## src/rtl/popcount_pkg.sv

```systemverilog
// popcount_pkg
// Shared definitions for the popcount frame accumulator.
//   acc_state_t   : accumulator FSM states (IDLE, ACCUM, DROP)
//   sum_width()   : frame sum width for a given count width and frame length
//   wcnt_width()  : word-count width able to hold 1..max_words
package popcount_pkg;

    typedef enum logic [1:0] {
        IDLE  = 2'd0,
        ACCUM = 2'd1,
        DROP  = 2'd2
    } acc_state_t;

    // A frame of max_words beats, each at most 2**cnt_w - 1, fits in
    // cnt_w + log2(max_words) bits, so the sum can never wrap.
    function automatic int sum_width(input int cnt_w, input int max_words);
        return cnt_w + $clog2(max_words);
    endfunction

    // One extra bit so that max_words itself is representable.
    function automatic int wcnt_width(input int max_words);
        return $clog2(max_words) + 1;
    endfunction

endpackage

```

## src/rtl/popcount_frame_accumulator.sv

```systemverilog
// popcount_frame_accumulator
// Sums per-word popcounts of a SOP/EOP framed stream into one total per
// frame and counts the beats. Results are offered through a one-deep
// valid/ready result register. The input cannot be stalled, so framing
// violations and lost results are reported as one-cycle pulses.
//
// Ports:
//   clk_i        : clock, rising edge
//   arst_ni      : asynchronous active-low reset
//   cnt_i        : popcount of the current word
//   cnt_val_i    : cnt_i valid (no back-pressure)
//   cnt_sop_i    : first beat of a frame (qualified by cnt_val_i)
//   cnt_eop_i    : last beat of a frame (qualified by cnt_val_i)
//   sum_o        : total set bits of the frame
//   words_o      : number of beats of the frame
//   sum_val_o    : result valid
//   sum_ready_i  : consumer accepts the result
//   frame_err_o  : pulse on a framing violation
//   overrun_o    : pulse when a completed frame is lost (result reg full)
//
// MAX_WORDS must be a power of two and at least 2.
module popcount_frame_accumulator
    import popcount_pkg::*;
#(
    parameter int CNT_WIDTH  = 5,
    parameter int MAX_WORDS  = 64,
    parameter int SUM_WIDTH  = sum_width(CNT_WIDTH, MAX_WORDS),
    parameter int WCNT_WIDTH = wcnt_width(MAX_WORDS)
) (
    input  logic                  clk_i,
    input  logic                  arst_ni,
    input  logic [CNT_WIDTH-1:0]  cnt_i,
    input  logic                  cnt_val_i,
    input  logic                  cnt_sop_i,
    input  logic                  cnt_eop_i,
    output logic [SUM_WIDTH-1:0]  sum_o,
    output logic [WCNT_WIDTH-1:0] words_o,
    output logic                  sum_val_o,
    input  logic                  sum_ready_i,
    output logic                  frame_err_o,
    output logic                  overrun_o
);

    localparam logic [WCNT_WIDTH-1:0] MAX_WORDS_W = WCNT_WIDTH'(MAX_WORDS);

    acc_state_t            state;
    acc_state_t            next_state;
    logic [SUM_WIDTH-1:0]  acc_sum;
    logic [WCNT_WIDTH-1:0] acc_words;
    logic [WCNT_WIDTH-1:0] words_inc;
    logic [SUM_WIDTH-1:0]  cnt_ext;

    logic                  beat_sop;
    logic                  beat_cont;
    logic                  complete;
    logic                  err_set;
    logic                  hits_max;
    logic [SUM_WIDTH-1:0]  new_sum;
    logic [WCNT_WIDTH-1:0] new_words;
    logic                  res_load;
    logic                  res_take;

    assign cnt_ext   = SUM_WIDTH'(cnt_i);
    assign words_inc = acc_words + 1'b1;

    // State register.
    always_ff @(posedge clk_i or negedge arst_ni) begin
        if (!arst_ni) begin
            state <= IDLE;
        end else begin
            state <= next_state;
        end
    end

    // Next-state logic. A sop beat restarts a frame from any state; a
    // single-word frame (sop and eop together) never leaves IDLE.
    always_comb begin
        next_state = state;
        if (cnt_val_i) begin
            if (cnt_sop_i) begin
                next_state = cnt_eop_i ? IDLE : ACCUM;
            end else begin
                unique case (state)
                    IDLE: next_state = IDLE;
                    ACCUM: begin
                        if (cnt_eop_i) begin
                            next_state = IDLE;
                        end else if (words_inc == MAX_WORDS_W) begin
                            next_state = DROP;
                        end
                    end
                    DROP: begin
                        if (cnt_eop_i) begin
                            next_state = IDLE;
                        end
                    end
                    default: next_state = IDLE;
                endcase
            end
        end
    end

    // Output/datapath decode: which beat starts, continues or completes a
    // frame, and whether it is a framing violation. The completed totals
    // always include the current beat.
    always_comb begin
        beat_sop  = cnt_val_i && cnt_sop_i;
        beat_cont = cnt_val_i && !cnt_sop_i && (state == ACCUM);
        hits_max  = beat_cont && !cnt_eop_i && (words_inc == MAX_WORDS_W);
        complete  = cnt_val_i && cnt_eop_i && (cnt_sop_i || (state == ACCUM));
        err_set   = (cnt_val_i && !cnt_sop_i && (state == IDLE))
                  || (beat_sop && (state == ACCUM))
                  || hits_max;
        if (cnt_sop_i) begin
            new_sum   = cnt_ext;
            new_words = WCNT_WIDTH'(1);
        end else begin
            new_sum   = acc_sum + cnt_ext;
            new_words = words_inc;
        end
    end

    // Working accumulators track the frame in progress.
    always_ff @(posedge clk_i or negedge arst_ni) begin
        if (!arst_ni) begin
            acc_sum   <= '0;
            acc_words <= '0;
        end else if (beat_sop || beat_cont) begin
            acc_sum   <= new_sum;
            acc_words <= new_words;
        end
    end

    // The result register may be refilled in the same cycle the old value
    // is taken, which keeps sum_val_o high without a bubble.
    assign res_take = sum_val_o && sum_ready_i;
    assign res_load = complete && (!sum_val_o || sum_ready_i);

    always_ff @(posedge clk_i or negedge arst_ni) begin
        if (!arst_ni) begin
            sum_o       <= '0;
            words_o     <= '0;
            sum_val_o   <= 1'b0;
            frame_err_o <= 1'b0;
            overrun_o   <= 1'b0;
        end else begin
            if (res_load) begin
                sum_o     <= new_sum;
                words_o   <= new_words;
                sum_val_o <= 1'b1;
            end else if (res_take) begin
                sum_val_o <= 1'b0;
            end
            frame_err_o <= err_set;
            overrun_o   <= complete && !res_load;
        end
    end

endmodule
```

## config.mk

```make
export PLATFORM = sky130hd
export DESIGN_NAME = popcount_frame_accumulator
export DESIGN_NICKNAME = d
export VERILOG_FILES = /design/src/rtl/popcount_pkg.sv /design/src/rtl/popcount_frame_accumulator.sv
export SDC_FILE = /design/constraint.sdc
export NUM_CORES = 1
export LEC_CHECK = 0
export BUFFER_PORTS_ARGS = -buffer_cell sky130_fd_sc_hd__buf_2
export CORE_UTILIZATION = 56
export CTS_CLUSTER_SIZE = 30
export DETAILED_ROUTE_END_ITERATION = 8
export GPL_TIMING_DRIVEN = 0
export HOLD_SLACK_MARGIN = 0.02
export PLACE_DENSITY = 0.79
export SKIP_LAST_GASP = 1
export SYNTH_ARGS = -nofsm -noshare
export SYNTH_HDL_FRONTEND = slang
export SYNTH_SLANG_ARGS = --single-unit
```

## constraint.sdc

```tcl
create_clock -name clk_i -period 2.2 [get_ports clk_i]
set_input_delay 0.33 -clock clk_i [delete_from_list [all_inputs] [get_ports clk_i]]
set_output_delay 0.33 -clock clk_i [all_outputs]
set_load 0.01 [all_outputs]
```

==> impl_metrics.py, run 1 <==
metrics = {
    "outcome": {
        "status": "finished clean",
    },
    "grt": {
        "overflow": 0,
        "grt_max_degree": 42,
        "antenna_found_initial": 0,
        "grt_first_pass_wirelength_um": 8230,
        "grt_pass1_vias": 1808,
        "grtUsageTotal_pct": 26.5,
    },
    "worst_setup_path": {
        "crit_chain": "ha_1 -> inv_1 -> fa_1 -> nor2b_4 -> o31a_1 -> o21ai_1 -> mux2i_1 -> o21ai_0",
        "ff2ff_setup_slack_ps": 190,
        "cp_max_fo": 4,
        "r2r_start": "acc_sum[0]$_DFFE_PN0P_",
        "cpMaxStageDelayCell": "dfrtp_1",
        "cp-start-kind": "flip-flop",
        "cp.arrival_ps": 2180,
        "rr_endpoint": "acc_sum[6]$_DFFE_PN0P_",
        "critPathKind": "flip-flop to flip-flop",
        "rr_worst_depth": 8,
        "worstPathRequired_ps": 2370,
        "end_kind": "flip-flop",
        "crit_path_max_incr_delay_ps": 380,
    },
    "cts": {
        "clk_latency_ps": 300,
        "cts_sinks": 41,
        "cts-hold-fix-buffers": 0,
        "clockRootBuffer": "clkbuf_8",
        "clockBufferDepth": 2,
        "post_cts_buffers": 0,
        "numCtsBuffers": 5,
        "htreeDepth": 2,
        "cts_tree": "yes",
        "cts_resized": 0,
        "path_clk_slew_ps": 80,
    },
    "logic_synthesis": {
        "async_flop_share_pct": 100,
        "synthFlopType": "dfrtp_1",
        "synth_edf_count": 0,
        "synth_top_area_share_pct": 47.5,
        "ys_ff_latch": 41,
        "seq_area_frac_synth_pct": 47.5,
        "syn_nets": 248,
        "syn_area_per_cell_sq_um": 9.39,
        "yosysTopAreaCell": "dfrtp_1",
        "netlist_area_sq_um": 2160,
        "synth.distinct_cells": 40,
        "synthCells": 230,
        "synth_area_leaders": "dfrtp_1 (47%), o21ai_0 (8.8%), nand2_1 (7.3%), xor2_1 (3.6%), ha_1 (3.5%)",
        "yosysWarnings": 0,
    },
    "pwr": {
        "irDropWorstVdd_v": 0.000533,
        "power-per-cell-area_nw_per_um2": 1030,
        "p_leak_nw": 1.20,
    },
    "routing": {
        "drt-initial-drc-count": 178,
        "wl_um": 4700,
        "drc": 0,
        "vias": 1770,
        "drtPass1Iterations": 4,
        "ant_nets": 0,
        "wl_per_cell_um": 14.9,
        "via_per_inst": 5.60,
    },
    "layout": {
        "fin_cells": 316,
        "drive_gt1_share_pct": 19.8,
        "diodes": 0,
        "nNetsFinal": 285,
        "fill_cells": 327,
        "area_growth_pct": 15.1,
    },
    "floorplanning": {
        "die-width_um": 64.1,
        "num_rows": 22,
        "die-area_sq_um": 4110,
        "start_util_pct": 58.6,
        "core_area_sq_um": 3690,
        "ios": 32,
        "die_y_um": 64.1,
    },
    "place": {
        "dp_hpwl_um": 3290,
        "dp_cells": 308,
        "gp_congestion": 0.842,
        "port_buffers": 30,
    },
    "sta": {
        "fin_crit_ps": 2010,
        "hold_ws_ps": 147,
        "clock_skew_ps": 7.66,
        "slew_violations": 0,
        "tns_ps": 0,
        "fmax_mhz": 498,
        "rsz0062_at_grt": "false",
        "hold_violations": 0,
        "slew_headroom_pct": 40.4,
        "final-setup-viol-count": 0,
        "worst_pin_slew_ps": 895,
        "period_share_pct": 91.2,
    },
    "hold_path": {
        "hold_path.class": "input port to asynchronous set/reset pin",
    },
    "flow_run": {
        "drv_cap": 0,
    },
}
worst max-delay path by stage:
stage                                    to  slack [ps]                    from
floorplan             sum_o[10]$_DFFE_PN0P_         410  acc_sum[0]$_DFFE_PN0P_
global placement      sum_o[10]$_DFFE_PN0P_         180                cnt_i[0]
detailed placement   acc_sum[6]$_DFFE_PN0P_         120                cnt_i[0]
CTS                  acc_sum[6]$_DFFE_PN0P_         190  acc_sum[0]$_DFFE_PN0P_
global route        acc_sum[10]$_DFFE_PN0P_          50  acc_sum[0]$_DFFE_PN0P_
finish               acc_sum[6]$_DFFE_PN0P_         190  acc_sum[0]$_DFFE_PN0P_
synth_stat cells, types with 2 or more instances:
library cell / count
nor3_1: 4
mux2i_1: 7
xor2_1: 9
inv_1: 5
o31ai_1: 5
a211oi_1: 3
nand4_1: 2
o31a_1: 2
a21oi_1: 6
nor2b_1: 2
nand2b_1: 3
o21ai_0: 38
o21ai_2: 2
clkbuf_1: 3
or3_1: 2
buf_2: 7
o21ai_1: 2
o2111ai_1: 2
nand3_1: 5
nor2_1: 13
dfrtp_1: 41
nor2b_4: 2
ha_1: 6
nand2_1: 42
o21a_1: 2
logic make-up after synthesis:
family,count (synthesis),share of synthesized area [%]
compound gates,68,19.1
buf+inv,17,3.71
xor+xnor,10,4.05
fa+ha+maj,7,4.40
simple gates,79,17.3
mux,8,3.94
flops,41,47.5
layer usage:
metal  global-route usage [%]  wire length [um]  part of all wire, %  up-vias
met3                     6.61               217                  4.6        8
met4                     11.4               104                  2.2        0
met2                     44.4              2180                   46       47
li1                         -                 -                    -      878
met5                        0                 0                    0        -
met1                     32.4              2200                   47      837
report_power, final:
part / switching [mW] / internal [mW] / leakage (nW)
combinational: 0.471 / 0.358 / 0.612
sequential: 0.149 / 0.947 / 0.527
clock: 0.267 / 0.370 / 0.0585
flip-flops by register name, summed over array words and instances, names as in the netlist:
signal       cells
acc_sum         11
acc_words        7
frame_err_o      1
overrun_o        1
state            2
sum_o           11
sum_val_o        1
words_o          7
worst max-delay path, delay by kind of cell (launching register included):
kind | cells | cell delay [ps]
buf+inv | 1 | 80
compound gates | 3 | 670
mux | 1 | 230
simple gates | 1 | 60
fa+ha+maj | 2 | 460
flops | 1 | 380
placed cells by master, fill, tap and decap left out, types with 2 or more instances in the layout:
cell,synthesis,final
nand2_1,42,42
dfrtp_1,41,41
o21ai_0,38,38
buf_2,7,37
nor2_1,13,13
xor2_1,9,9
mux2i_1,7,7
a21oi_1,6,6
ha_1,6,6
clkbuf_8,0,6
inv_1,5,5
nand3_1,5,5
o31ai_1,5,5
nor3_1,4,4
clkbuf_1,3,4
nand2b_1,3,3
a211oi_1,3,3
or3_1,2,2
nor2b_1,2,2
nor2b_4,2,2
o21a_1,2,2
o21ai_2,2,2
o21ai_1,2,2
o2111ai_1,2,2
nand4_1,2,2
o31a_1,2,2
layout make-up:
type                    count  area, sq um  area share, %
plain buffers              12         61.3           2.46
clock buffers               7         86.3           3.47
clock inverters             1         30.0           1.21
inverters                   5         18.8          0.755
multi-input cells         172         1050           42.4
flip-flops and latches     41         1030           41.2
well taps                  48         60.1           2.41
repair buffers             30          150           6.04
metrics by stage:
step                cell area [sq um]  power (mW)  utilization [%]  setup slack, ps
floorplan                        2160        1.68                -              408
global placement                 2370        1.89             64.3              177
detailed placement               2370        1.94             64.3              122
CTS                              2490        2.57             67.4              190
global route                     2490        2.74             67.4             53.2
finish                           2490        2.56             67.4              193
No activity file was read; power rests on OpenSTA's default activity.
==> inputs of run 2 (changes only) <==
--- a/config.mk
+++ b/config.mk
@@ -6,12 +6,14 @@
 export NUM_CORES = 1
 export LEC_CHECK = 0
 export BUFFER_PORTS_ARGS = -buffer_cell sky130_fd_sc_hd__buf_2
+export CAP_MARGIN = 20
 export CORE_UTILIZATION = 56
 export CTS_CLUSTER_SIZE = 30
 export DETAILED_ROUTE_END_ITERATION = 8
 export GPL_TIMING_DRIVEN = 0
 export HOLD_SLACK_MARGIN = 0.02
 export PLACE_DENSITY = 0.79
+export REMOVE_ABC_BUFFERS = 1
 export SKIP_LAST_GASP = 1
 export SYNTH_ARGS = -nofsm -noshare
 export SYNTH_HDL_FRONTEND = slang
==> run 2 against run 1 <==
Critical endpoint unchanged. Largest power group unchanged. Highest routed layer unchanged. Combinational power down 12%. Cell area down 2.3%. Clock power down 25%.
==> impl_metrics.py, run 2 (synthesized netlist as in run 1, its figures left out) <==
metrics = {
    "layout": {
        "diodes": 0,
        "final_common_cell": "nand2_1",
        "nNetsFinal": 275,
        "fin_util_pct": 65.9,
        "most-common-layout-cells": "nand2_1 (42), dfrtp_1 (41), o21ai_0 (38), buf_2 (31), nor2_1 (13)",
        "drive_gt1_share_pct": 18.6,
        "largestRegisters": "acc_sum x11, sum_o x11",
        "fin_area_sq_um": 2430,
        "area_growth_pct": 12.4,
    },
    "cts": {
        "cts-hold-fix-buffers": 0,
        "numCtsBuffers": 5,
        "cts_resized": 1,
        "cts_tree": "yes",
        "htreeDepth": 2,
        "clockBufferDepth": 2,
        "clk_latency_ps": 290,
        "clockRootBuffer": "clkbuf_8",
        "path_clk_slew_ps": 80,
        "cts_sinks": 41,
        "post_cts_buffers": 0,
    },
    "sta": {
        "final-setup-viol-count": 0,
        "fmax_mhz": 500,
        "tns_ps": 0,
        "slew_violations": 0,
        "slew_headroom_pct": 41.5,
        "clock_skew_ps": 6.54,
        "worst_pin_slew_ps": 877,
        "hold_violations": 0,
        "fin_crit_ps": 2000,
        "period_share_pct": 90.9,
        "rsz0062_at_grt": "false",
    },
    "outcome": {
        "status": "finished clean",
    },
    "worst_setup_path": {
        "cp-start-kind": "flip-flop",
        "crit_path_max_incr_delay_ps": 390,
        "cp_max_fo": 4,
        "cp.arrival_ps": 2160,
        "end_kind": "flip-flop",
        "critPathKind": "flip-flop to flip-flop",
        "rr_worst_depth": 8,
        "crit_chain": "ha_1 -> inv_1 -> fa_1 -> nor2b_4 -> o31a_1 -> o21ai_1 -> mux2i_1 -> o21ai_0",
        "cpMaxStageDelayCell": "dfrtp_1",
        "worstPathRequired_ps": 2360,
    },
    "place": {
        "placed_cell_area_sq_um": 2340,
        "port_buffers": 31,
        "gp_congestion": 0.766,
        "dp_hpwl_um": 2920,
    },
    "pwr": {
        "power_frac_seq_pct": 48.8,
        "power-per-cell-area_nw_per_um2": 969,
        "power_frac_comb_pct": 31.0,
        "p_sw_uw": 857,
        "irDropWorstVdd_v": 0.000532,
        "internal_power_mw": 1.50,
        "p_sw_share_pct": 36.4,
        "p_leak_nw": 1.17,
        "clock_power_share_pct": 20.2,
    },
    "routing": {
        "wl_per_cell_um": 13.5,
        "drc": 0,
        "drt-initial-drc-count": 105,
        "ant_nets": 0,
        "vias": 1678,
        "drtPass1Iterations": 4,
        "wl_um": 4140,
        "via_per_inst": 5.48,
    },
    "floorplanning": {
        "start_util_pct": 58.6,
        "ios": 32,
        "die-width_um": 64.1,
        "die-area_sq_um": 4110,
        "die_y_um": 64.1,
        "num_rows": 22,
        "core_area_sq_um": 3690,
    },
    "grt": {
        "grt_pass1_vias": 1610,
        "grtUsageTotal_pct": 23.4,
        "antenna_found_initial": 0,
        "grt_max_degree": 42,
        "overflow": 0,
        "grt_first_pass_wirelength_um": 7400,
    },
    "hold_path": {
        "hold_path.class": "input port to asynchronous set/reset pin",
    },
    "flow_run": {
        "drv_cap": 0,
    },
}
run 2: cell count changes in the layout (fill, tap and decap cells not counted), sizes merged:
| cell | previous run | this run |
|---|---|---|
| buf | 39 | 32 |
| bufinv | 1 | 0 |
| clkbuf | 10 | 6 |
| clkinv | 0 | 2 |
run 2: worst max-delay path, delay by kind of cell (launching register included):
family,cells,cell delay (ps)
buffers and inverters,1,80
flip-flops,1,390
AO/OA/AOI/OAI,3,660
multiplexers,1,230
AND/OR/NAND/NOR,1,60
adder cells (fa/ha/maj),2,450
run 2: power by group through the flow:
stage / logic (mW) / registers, mW / clock network, mW
6_report: 0.729 / 1.15 / 0.476
5_1_grt: 0.836 / 1.18 / 0.519
4_1_cts: 0.737 / 1.15 / 0.497
3_5_place_dp: 0.733 / 1.17 / 0
3_3_place_gp: 0.693 / 1.15 / 0
2_1_floorplan: 0.458 / 1.17 / 0
run 2: metal layers:
layer	up-vias	wire (um)	GRT usage [%]
met1	786	1870	30.0
met3	6	163	6.25
li1	857	-	-
met2	29	2060	39.2
met4	0	44	6.11
met5	-	0	0
run 2: path summary, 6_finish.rpt:
check	startpoint	to	slack, ps
min in group clk_i	cnt_eop_i	state[0]$_DFFE_PN0P_	310
min reg2reg	words_o[2]$_DFFE_PN0P_	words_o[2]$_DFFE_PN0P_	480
max	acc_sum[0]$_DFFE_PN0P_	acc_sum[6]$_DFFE_PN0P_	200
min	arst_ni	overrun_o$_DFF_PN0_	150
max reg2reg	acc_sum[0]$_DFFE_PN0P_	acc_sum[6]$_DFFE_PN0P_	200
max in group asynchronous	arst_ni	sum_o[3]$_DFFE_PN0P_	1500
run 2: area by class of cell:
cell class / count / area, sq um
Fill cell: 322 / 1260
Clock inverter: 2 / 10.0
Tap cell: 48 / 60.1
Timing Repair Buffer: 32 / 183
Inverter: 5 / 18.8
Sequential cell: 41 / 1030
Clock buffer: 6 / 72.6
Multi-Input combinational cell: 172 / 1060
run 2: stage by stage:
step | worst slack (ps) | hold WS, ps | instances | total power, mW
floorplan | 398 | 34.4 | 218 | 1.63
global placement | -258 | 455 | 297 | 1.84
detailed placement | -249 | 466 | 298 | 1.90
CTS | 183 | 181 | 306 | 2.38
global route | 7.80 | 236 | 306 | 2.54
finish | 200 | 147 | 306 | 2.36
